===== src/rtl/pipe_ctrl_pkg.sv =====
// -----------------------------------------------------------------------------
// pipe_ctrl_pkg
// Shared definitions for the pipeline hazard/stall controller:
//   - ctrl_state_e : FSM state encoding (RUN / DIV_WAIT / MEM_WAIT)
//   - CNT_W        : width of the divider countdown
//   - STALL_W      : width of the optional stall cycle counter
// -----------------------------------------------------------------------------
package pipe_ctrl_pkg;

    localparam int unsigned CNT_W   = 8;
    localparam int unsigned STALL_W = 32;

    typedef enum logic [1:0] {
        RUN      = 2'd0,
        DIV_WAIT = 2'd1,
        MEM_WAIT = 2'd2
    } ctrl_state_e;

endpackage


===== src/rtl/div_timer.sv =====
// -----------------------------------------------------------------------------
// div_timer
// Countdown that times the multi-cycle divider.
//   clk        : system clock
//   rst_n      : asynchronous active-low reset
//   load       : load DIV_CYCLES into the countdown (also restarts a busy one)
//   clear      : force the countdown to zero (highest priority, no done pulse)
//   run        : allow the countdown to decrement while nonzero
//   busy       : registered, countdown is nonzero
//   done       : registered one-cycle pulse after a decrement reaches zero
//   busy_next  : combinational, countdown will be nonzero after this edge
// DIV_CYCLES must lie in 2..255 so it fits the 8-bit countdown.
// -----------------------------------------------------------------------------
import pipe_ctrl_pkg::*;

module div_timer #(
    parameter int unsigned DIV_CYCLES = 32
) (
    input  logic clk,
    input  logic rst_n,
    input  logic load,
    input  logic clear,
    input  logic run,
    output logic busy,
    output logic done,
    output logic busy_next
);

    localparam logic [CNT_W-1:0] LOAD_VAL = CNT_W'(DIV_CYCLES);
    localparam logic [CNT_W-1:0] ZERO     = {CNT_W{1'b0}};
    localparam logic [CNT_W-1:0] ONE      = {{(CNT_W-1){1'b0}}, 1'b1};

    logic [CNT_W-1:0] cnt_r;
    logic [CNT_W-1:0] cnt_nxt_s;
    logic             done_nxt_s;
    logic             busy_r;
    logic             done_r;

    // Next countdown value: clear beats load beats decrement.
    always_comb begin
        cnt_nxt_s  = cnt_r;
        done_nxt_s = 1'b0;
        if (clear) begin
            cnt_nxt_s = ZERO;
        end else if (load) begin
            cnt_nxt_s = LOAD_VAL;
        end else if (run && (cnt_r != ZERO)) begin
            cnt_nxt_s  = cnt_r - ONE;
            // Only a natural expiry produces done; clear/restart do not.
            done_nxt_s = (cnt_r == ONE);
        end else begin
            cnt_nxt_s = cnt_r;
        end
    end

    assign busy_next = (cnt_nxt_s != ZERO);

    // Countdown, busy and done registers.
    always_ff @(posedge clk or negedge rst_n) begin
        if (!rst_n) begin
            cnt_r  <= ZERO;
            busy_r <= 1'b0;
            done_r <= 1'b0;
        end else begin
            cnt_r  <= cnt_nxt_s;
            busy_r <= busy_next;
            done_r <= done_nxt_s;
        end
    end

    assign busy = busy_r;
    assign done = done_r;

endmodule


===== src/rtl/pipeline_ctrl.sv =====
// -----------------------------------------------------------------------------
// pipeline_ctrl
// Hazard and stall controller for the 5-stage MIPS pipeline. Drives hold and
// flush controls of the PC and the IF/ID, ID/EX, EX/MEM, MEM/WB registers and
// times the multi-cycle divider.
// Ports:
//   clk, rst (async active-low)
//   exc, mem_busy, div_start, hilo_use, load_use, branch_taken : hazard requests
//   hold_pc/ifid/idex/exmem, flush_ifid/idex/exmem/memwb       : same-cycle controls
//   pc_exc        : select exception vector
//   div_busy      : divider countdown nonzero
//   div_done      : one-cycle pulse after countdown expiry
//   state         : FSM state (debug)
//   stall_cnt     : cycles with hold_pc=1 (saturating)
// Optional feature: define PIPE_CTRL_STALL_CNT_EN to build the stall counter;
// otherwise stall_cnt is tied to zero.
// -----------------------------------------------------------------------------
import pipe_ctrl_pkg::*;

module pipeline_ctrl #(
    parameter int unsigned DIV_CYCLES = 32
) (
    input  logic               clk,
    input  logic               rst,
    input  logic               exc,
    input  logic               mem_busy,
    input  logic               div_start,
    input  logic               hilo_use,
    input  logic               load_use,
    input  logic               branch_taken,
    output logic               hold_pc,
    output logic               hold_ifid,
    output logic               hold_idex,
    output logic               hold_exmem,
    output logic               flush_ifid,
    output logic               flush_idex,
    output logic               flush_exmem,
    output logic               flush_memwb,
    output logic               pc_exc,
    output logic               div_busy,
    output logic               div_done,
    output logic [1:0]         state,
    output logic [STALL_W-1:0] stall_cnt
);

    ctrl_state_e state_r;
    logic        load_s;
    logic        busy_next_s;
    logic        run_s;

    // A divide is only accepted when neither an exception nor a memory stall
    // owns the cycle.
    assign load_s = div_start && !exc && !mem_busy;
    // The countdown keeps running in every state, including MEM_WAIT.
    assign run_s  = 1'b1;

    div_timer #(
        .DIV_CYCLES (DIV_CYCLES)
    ) u_div_timer (
        .clk       (clk),
        .rst_n     (rst),
        .load      (load_s),
        .clear     (exc),
        .run       (run_s),
        .busy      (div_busy),
        .done      (div_done),
        .busy_next (busy_next_s)
    );

    // Priority hazard resolution: only the highest active row drives outputs.
    always_comb begin
        hold_pc     = 1'b0;
        hold_ifid   = 1'b0;
        hold_idex   = 1'b0;
        hold_exmem  = 1'b0;
        flush_ifid  = 1'b0;
        flush_idex  = 1'b0;
        flush_exmem = 1'b0;
        flush_memwb = 1'b0;
        pc_exc      = 1'b0;
        if (exc) begin
            flush_ifid  = 1'b1;
            flush_idex  = 1'b1;
            flush_exmem = 1'b1;
            pc_exc      = 1'b1;
        end else if (mem_busy) begin
            hold_pc     = 1'b1;
            hold_ifid   = 1'b1;
            hold_idex   = 1'b1;
            hold_exmem  = 1'b1;
            flush_memwb = 1'b1;
        end else if (div_busy && hilo_use) begin
            hold_pc     = 1'b1;
            hold_ifid   = 1'b1;
            hold_idex   = 1'b1;
            flush_exmem = 1'b1;
        end else if (load_use) begin
            hold_pc     = 1'b1;
            hold_ifid   = 1'b1;
            flush_idex  = 1'b1;
        end else if (branch_taken) begin
            flush_ifid  = 1'b1;
        end else begin
            hold_pc     = 1'b0;
        end
    end

    // Controller FSM; DIV_WAIT tracks whether the countdown stays nonzero.
    always_ff @(posedge clk or negedge rst) begin
        if (!rst) begin
            state_r <= RUN;
        end else if (exc) begin
            state_r <= RUN;
        end else if (mem_busy) begin
            state_r <= MEM_WAIT;
        end else begin
            case (state_r)
                RUN:      state_r <= load_s ? DIV_WAIT : RUN;
                DIV_WAIT: state_r <= busy_next_s ? DIV_WAIT : RUN;
                MEM_WAIT: state_r <= busy_next_s ? DIV_WAIT : RUN;
                default:  state_r <= RUN;
            endcase
        end
    end

    assign state = state_r;

`ifdef PIPE_CTRL_STALL_CNT_EN
    logic [STALL_W-1:0] stall_cnt_r;

    // Saturating count of cycles in which the PC is held.
    always_ff @(posedge clk or negedge rst) begin
        if (!rst) begin
            stall_cnt_r <= {STALL_W{1'b0}};
        end else if (hold_pc && (stall_cnt_r != {STALL_W{1'b1}})) begin
            stall_cnt_r <= stall_cnt_r + {{(STALL_W-1){1'b0}}, 1'b1};
        end else begin
            stall_cnt_r <= stall_cnt_r;
        end
    end

    assign stall_cnt = stall_cnt_r;
`else
    assign stall_cnt = {STALL_W{1'b0}};
`endif

endmodule


===== config.mk =====
export PLATFORM = sky130hd
export DESIGN_NAME = pipeline_ctrl
export DESIGN_NICKNAME = d
export VERILOG_FILES = /design/src/rtl/pipe_ctrl_pkg.sv /design/src/rtl/div_timer.sv /design/src/rtl/pipeline_ctrl.sv
export SDC_FILE = /design/constraint.sdc
export NUM_CORES = 1
export LEC_CHECK = 0
export CAP_MARGIN = 40
export CORE_ASPECT_RATIO = 0.9
export CORE_MARGIN = 3
export CORE_UTILIZATION = 35
export CTS_CLUSTER_DIAMETER = 50
export DETAILED_ROUTE_END_ITERATION = 8
export PLACE_DENSITY_LB_ADDON = 0.05
export SLEW_MARGIN = 10
export SYNTH_ARGS = -nofsm -noshare
export SYNTH_HDL_FRONTEND = slang
export SYNTH_SLANG_ARGS = --single-unit

===== constraint.sdc =====
create_clock -name clk -period 1.5 [get_ports clk]
set_input_delay 0.45 -clock clk [delete_from_list [all_inputs] [get_ports clk]]
set_output_delay 0.45 -clock clk [all_outputs]
set_load 0.02 [all_outputs]

==> flow_summary.json, run 1 <==
{
  "clock.fmax_ghz": 0.581,
  "cts_inserted_buffers": 3,
  "wl_mm": 2.10,
  "critical_path_class": "reg2reg",
  "setup.worst_path.start": "u_div_timer.cnt_r[3]$_DFF_PN0_",
  "antenna_found_initial": 0,
  "grt_usage": 0.121,
  "cp.arrival_ps": 1870,
  "p_int_w": 0.00127,
  "vias": 802,
  "hold_path.class": "in2async",
  "viasPerCell": 4.13,
  "cellLeakagePower_nw": 0.719,
  "grt_start_max_net_pins": 13,
  "place_congestion": 0.835,
  "fin_util": 0.528,
  "path_delay_family": "compound AO/OA/AOI/OAI gates",
  "hpwl_mm": 1.65,
  "clock_skew_ps": 4.80,
  "max-cap-violations": 0,
  "ys.flop_type": "dfrtp_1",
  "cts_tree": "done",
  "synth-async-reset-ratio": 1.00,
  "synthCells": 113,
  "path_buf_inv": 0,
  "clkTransAtPathRegs_ps": 80,
  "dp_slack_ps": -899,
  "start_util": 0.383,
  "p_comb_frac": 0.642,
  "syn_area_um2": 985,
  "dieArea_um2": 3490,
  "syn_to_final_growth_pct": 38.0,
  "seq_area_um2": 300,
  "avgSynthCellArea_um2": 8.71,
  "port_buffers": 20,
  "status": "complete, but fails checks",
  "synth_seq_cells": 12,
  "place_area_um2": 1260,
  "rows": 17,
  "diodes": 0,
  "holdWs_ps": 467,
  "die_y_um": 56.3,
  "yosys_warnings": 0,
  "ir_worst_vdd_uv": 754,
  "num-fill-cells": 244,
  "cts_root_buf": "clkbuf_4",
  "sw_frac_of_total": 0.409,
  "path_max_fanout": 5,
  "io_pins": 53,
  "layout-drive-gt1-share": 0.365,
  "synth.area.top_cells": "dfrtp_1, buf_4, ha_1",
  "finalSetupViolCount": 10,
  "overflow": 0,
  "clock_latency_ps": 270,
  "finalWorstSetupSlack_ps": -221,
  "synth_edf_count": 0,
  "grt_pass1_wl_mm": 3.20,
  "post-route-period-util": 1.15,
  "wire_per_inst_um": 10.8,
  "final.setup.tns_ps": -1170,
  "cts.sinks": 12,
  "synth_top_area_frac": 0.305,
  "cts_max_level": 1,
  "critPathSlowestCell": "or4_4",
  "failed_checks": "setup timing",
  "max_stage_delay_ps": 570,
  "path_cells": "or4_4 -> o41a_1 -> o21ai_2 -> a31oi_1",
  "crit_path_start_kind": "flop",
  "drc": 0,
  "power_frac_seq": 0.235,
  "drv_slew": 0,
  "required_ps": 1650,
  "core_area_um2": 2570,
  "min_period_ps": 1720,
  "hold_violations": 0,
  "p_per_area_nw_per_um2": 1580,
  "synth.distinct_cells": 32,
  "finalInstanceArea_um2": 1360,
  "die_x_um": 61.9,
  "firstDrtPassIters": 2,
  "r2r-start": "u_div_timer.cnt_r[3]$_DFF_PN0_",
  "cp-end-kind": "flop",
  "antenna_left": 0,
  "clock_power_share": 0.123,
  "rsz0062_at_grt": "yes",
  "p_switching_w": 0.000877,
  "cts_buffer_depth": 2,
  "grt_pass1_vias": 740,
  "nets": 170,
  "synth_area_leader_cell": "dfrtp_1",
  "multi_input_area_um2": 566,
  "drtIter0Drc": 3,
  "ys_seq_area_frac": 0.305
}
[power by group through the flow]
stage                     clock [W]  combinational, W  sequential (W)
after floorplan                   0          0.000751        0.000544
after global placement            0           0.00126        0.000508
after detailed placement          0           0.00126        0.000509
after CTS                  0.000277           0.00133        0.000507
after global routing       0.000288           0.00152        0.000520
final                      0.000263           0.00138        0.000504
[cells in the final DEF (no fill, tap or decap), types with 2 or more instances in the layout]
master           count
conb_1              32
buf_4               23
dfrtp_1             12
buf_6               10
nor2_1               8
inv_1                5
ha_1                 4
dlygate4sd2_1        4
nor3_1               3
nand3_1              3
clkbuf_4             3
clkdlybuf4s50_1      3
buf_2                3
nand2b_1             2
nand2_2              2
xor2_1               2
o21ai_2              2
nand2_1              2
o31ai_1              2
a31oi_1              2
xnor2_1              2
a21oi_1              2
nor2b_4              2
a21o_1               2
nor2_2               2
[per-stage QoR]
step | cells | total power [W]
finish | 194 | 0.00214
global route | 194 | 0.00233
CTS | 193 | 0.00211
detailed placement | 186 | 0.00177
global placement | 186 | 0.00177
floorplan | 144 | 0.00129
[per-layer routing]
layer | up-vias | GRT usage | wire, µm
li1 | 395 | - | -
met1 | 375 | 0.155 | 900
met2 | 32 | 0.199 | 1090
met3 | 0 | 0.0207 | 112
met4 | 0 | 0.0455 | 0
met5 | - | 0 | 0
[cell families after synthesis]
logic type / Yosys count / synth area share
AOI/OAI and AO/OA: 16 / 0.114
and+or+nand+nor: 32 / 0.180
other: 1 / 0.00381
buffers and inverters: 43 / 0.297
DFF: 12 / 0.305
adders and majority gates: 5 / 0.0635
xor gates and xnor gates: 4 / 0.0356
[final timing paths]
path                                                       end  slack [ps]  depth (start not counted)
worst min register to register  u_div_timer.cnt_r[3]$_DFF_PN0_         600                          2
max in group asynchronous       u_div_timer.cnt_r[4]$_DFF_PN0_         870                          2
worst max register to register              state[0]$_DFF_PN0_        -220                          4
min in group clk                            state[0]$_DFF_PN0_         570                          4
worst min-delay path            u_div_timer.cnt_r[1]$_DFF_PN0_         470                          2
worst max-delay path                        state[0]$_DFF_PN0_        -220                          4
[registers in the layout, summed over array words and instances (netlist names)]
register and cells:
u_div_timer.cnt_r 8, state 2, u_div_timer.busy 1, u_div_timer.done 1
[timing repair]
action / 4_1_cts / 5_1_grt
pin swaps: 3 / 5
resized for setup: 75 / 7
gates cloned: 1 / 0
hold buffers: 0 / 0
setup buffers: 2 / 1
setup endpoints to repair: 24 / 18
[cell usage after synthesis (3+ instances only)]
cell / n
buf_4: 35
dfrtp_1: 12
nand2_1: 4
a21oi_1: 3
ha_1: 5
inv_1: 6
nor2b_1: 3
nand3_1: 3
nor3_1: 3
nor2_1: 10
[worst register-to-register path: cells and delay by family (launching register included)]
| kind | cells | cell delay (ps) |
|---|---|---|
| flip-flops | 1 | 380 |
| AO/OA/AOI/OAI | 3 | 640 |
| AND/OR/NAND/NOR | 1 | 570 |
[layout make-up]
class | count | share of cell area
Multi-Input combinational cell | 89 | 0.416
Timing Repair Buffer | 45 | 0.285
Inverter | 6 | 0.0166
Tap cell | 38 | 0.0350
Clock buffer | 4 | 0.0267
Sequential cell | 12 | 0.221
Power figures use the tool's default switching activity.
==> run 2: changes to the inputs <==
- CORE_UTILIZATION: 35 -> 36
- SYNTH_HIERARCHICAL: unset -> 1
==> run 2 against run 1 <==
The run still ends with setup timing left; maximum frequency shrank 27%; critical path depth grew 3; total power grew 48%; highest routed layer is now met4.
==> flow_summary.json, run 2 <==
{
  "drc": 0,
  "dieArea_um2": 3590,
  "wirelength_met1_mm": 1.06,
  "ir_worst_vdd_uv": 1330,
  "cp.arrival_ps": 2540,
  "grt_pass1_wl_mm": 3.90,
  "synthCells": 117,
  "die_y_um": 57.1,
  "cts_inserted_buffers": 3,
  "worstRegToRegCells": 7,
  "cts_max_level": 1,
  "cp-end-kind": "flop",
  "regMostFlops": "u_div_timer/cnt_r",
  "drv_slew": 0,
  "min_period_ps": 2370,
  "syn_area_um2": 1040,
  "finalWorstSetupSlack_ps": -871,
  "antenna_found_initial": 0,
  "path_cells": "or2_2 -> a2111o_1 -> xnor2_2 -> o31a_1 -> or4_4 -> a22oi_2 -> nor4_1",
  "io_pins": 53,
  "regToRegEndpoint": "state[0]$_DFF_PN0_",
  "port_buffers": 20,
  "synth_seq_cells": 12,
  "synth_top_area_frac": 0.287,
  "hold_buffers": 0,
  "grt_usage": 0.133,
  "viasPerCell": 4.36,
  "hold_violations": 0,
  "ys_seq_area_frac": 0.287,
  "r2r_slack_ps": -870,
  "rows": 17,
  "clock.fmax_ghz": 0.422,
  "grt_start_max_net_pins": 13,
  "synth-async-reset-ratio": 1.00,
  "layout_common_cells": "conb_1, buf_4, buf_6",
  "clock_latency_ps": 270,
  "yosys_warnings": 6,
  "core_area_um2": 2590,
  "nets": 188,
  "yosysMostFrequentCell": "buf_4",
  "avgSynthCellArea_um2": 8.93,
  "cts_root_buf": "clkbuf_4",
  "rsz0062_at_grt": "yes",
  "required_ps": 1670,
  "start_util": 0.403,
  "wl_met2_mm": 1.36,
  "synth_area_leader_cell": "dfrtp_1",
  "topRoutingLayerUsed": "met4",
  "fin_util": 0.609,
  "grt_pass1_vias": 900,
  "wl_mm": 2.62,
  "wl_met3_um": 157,
  "finalSetupViolCount": 15,
  "synth.distinct_cells": 38,
  "r2r-start": "u_div_timer/cnt_r[3]$_DFF_PN0_",
  "hold_path.class": "in2async",
  "antenna_left": 0,
  "ys.flop_type": "dfrtp_1",
  "p_per_area_nw_per_um2": 2010,
  "max-cap-violations": 0,
  "syn_to_final_growth_pct": 51.4,
  "path_buf_inv": 0,
  "crit_path_start_kind": "flop",
  "largest_register_ffs": 8,
  "num-fill-cells": 238,
  "vias": 921,
  "firstDrtPassIters": 4,
  "cts.sinks": 12,
  "critPathSlowestCell": "a2111o_1",
  "path_max_fanout": 3,
  "hpwl_mm": 1.84,
  "p_total_w": 0.00317,
  "overflow": 0,
  "clock_skew_ps": 1.45,
  "cts_buffer_depth": 2,
  "post-route-period-util": 1.58,
  "max_stage_delay_ps": 470,
  "clkTransAtPathRegs_ps": 70,
  "layout-drive-gt1-share": 0.445,
  "yosys-top-cells-count": "buf_4, dfrtp_1, nor2_1",
  "status": "complete, but fails checks",
  "cts_tree": "done",
  "critical_path_class": "reg2reg",
  "cellLeakagePower_nw": 0.788,
  "place_congestion": 0.783,
  "synth.area.top_cells": "dfrtp_1, buf_4, ha_1",
  "failed_checks": "setup timing",
  "path_delay_family": "compound AO/OA/AOI/OAI gates",
  "crit_cells": 7,
  "drtIter0Drc": 7,
  "diodes": 0,
  "synth_edf_count": 0,
  "die_x_um": 62.8,
  "wire_per_inst_um": 12.4,
  "final_common_cell": "conb_1"
}
-- run 2: changes by cell type in the layout (fill, tap and decap cells not counted), moves of 3 or more --
cell,change
buf_6,+3
buf_4,+10
nand3_1,-3
conb_1,+3
-- run 2: logic make-up (layout without fill, tap and decap cells) --
group	count (synthesis)	in the layout	synth area share
buf+inv	43	66	0.280
other cells	2	35	0.00719
compound gates	20	20	0.152
flops	12	12	0.287
fa+ha+maj	5	5	0.0599
simple gates	29	29	0.163
xor+xnor	6	6	0.0503
-- run 2: how the worst max path moves through the flow --
| stage | slack, ps | to | from |
|---|---|---|---|
| floorplan | -810 | state[0]$_DFF_PN0_ | u_div_timer/cnt_r[0]$_DFF_PN0_ |
| global placement | -970 | state[0]$_DFF_PN0_ | mem_busy |
| detailed placement | -1030 | state[0]$_DFF_PN0_ | mem_busy |
| CTS | -860 | state[0]$_DFF_PN0_ | u_div_timer/cnt_r[1]$_DFF_PN0_ |
| global route | -940 | state[0]$_DFF_PN0_ | u_div_timer/cnt_r[1]$_DFF_PN0_ |
| finish | -870 | state[0]$_DFF_PN0_ | u_div_timer/cnt_r[3]$_DFF_PN0_ |
-- run 2: per-layer routing --
layer	global-route usage	vias up
met3	0.0217	5
met4	0.0566	0
li1	-	441
met5	0	-
met2	0.246	33
met1	0.153	442
-- run 2: timing repair --
action	in CTS	in global routing
pin swaps	9	6
gates resized for setup	88	12
setup endpoints to repair	24	21
buffers inserted	7	4
-- run 2: stage by stage --
stage	TNS [ps]	setup WS (ps)	hold WS (ps)	std cells	area, µm²
CTS	-3090	-858	468	208	1510
detailed placement	-11970	-1030	613	199	1370
global placement	-11490	-966	584	199	1370
global route	-4370	-944	472	211	1580
floorplan	-1930	-806	154	150	1180
finish	-3300	-871	469	211	1580
-- run 2: worst reg2reg max path: stages (launching register included) --
cell	delay [ps]
dfrtp_1	370
or2_2	350
a2111o_1	470
xnor2_2	170
o31a_1	250
or4_4	430
a22oi_2	170
nor4_1	60
-- run 2: layout make-up --
class / instances / area (µm²) / share of cell area
well taps: 38 / 47.5 / 0.0301
repair buffers: 57 / 487 / 0.308
clock buffers: 3 / 22.5 / 0.0142
flip-flops and latches: 12 / 300 / 0.190
inverters: 6 / 22.5 / 0.0142
multi-input cells: 95 / 702 / 0.444
-- run 2: power by group --
part	leakage, nW	internal (W)	switching, W
sequential	0.159	0.000441	0.000107
clock	0.0138	0.0000931	0.000110
combinational	0.615	0.00128	0.00114
total	0.788	0.00182	0.00136
==> run 3: changes to the inputs <==
- SLEW_MARGIN: 10 -> unset
==> results of run 3 <==
Final layout, timing and power as in run 2 (identical DEF).
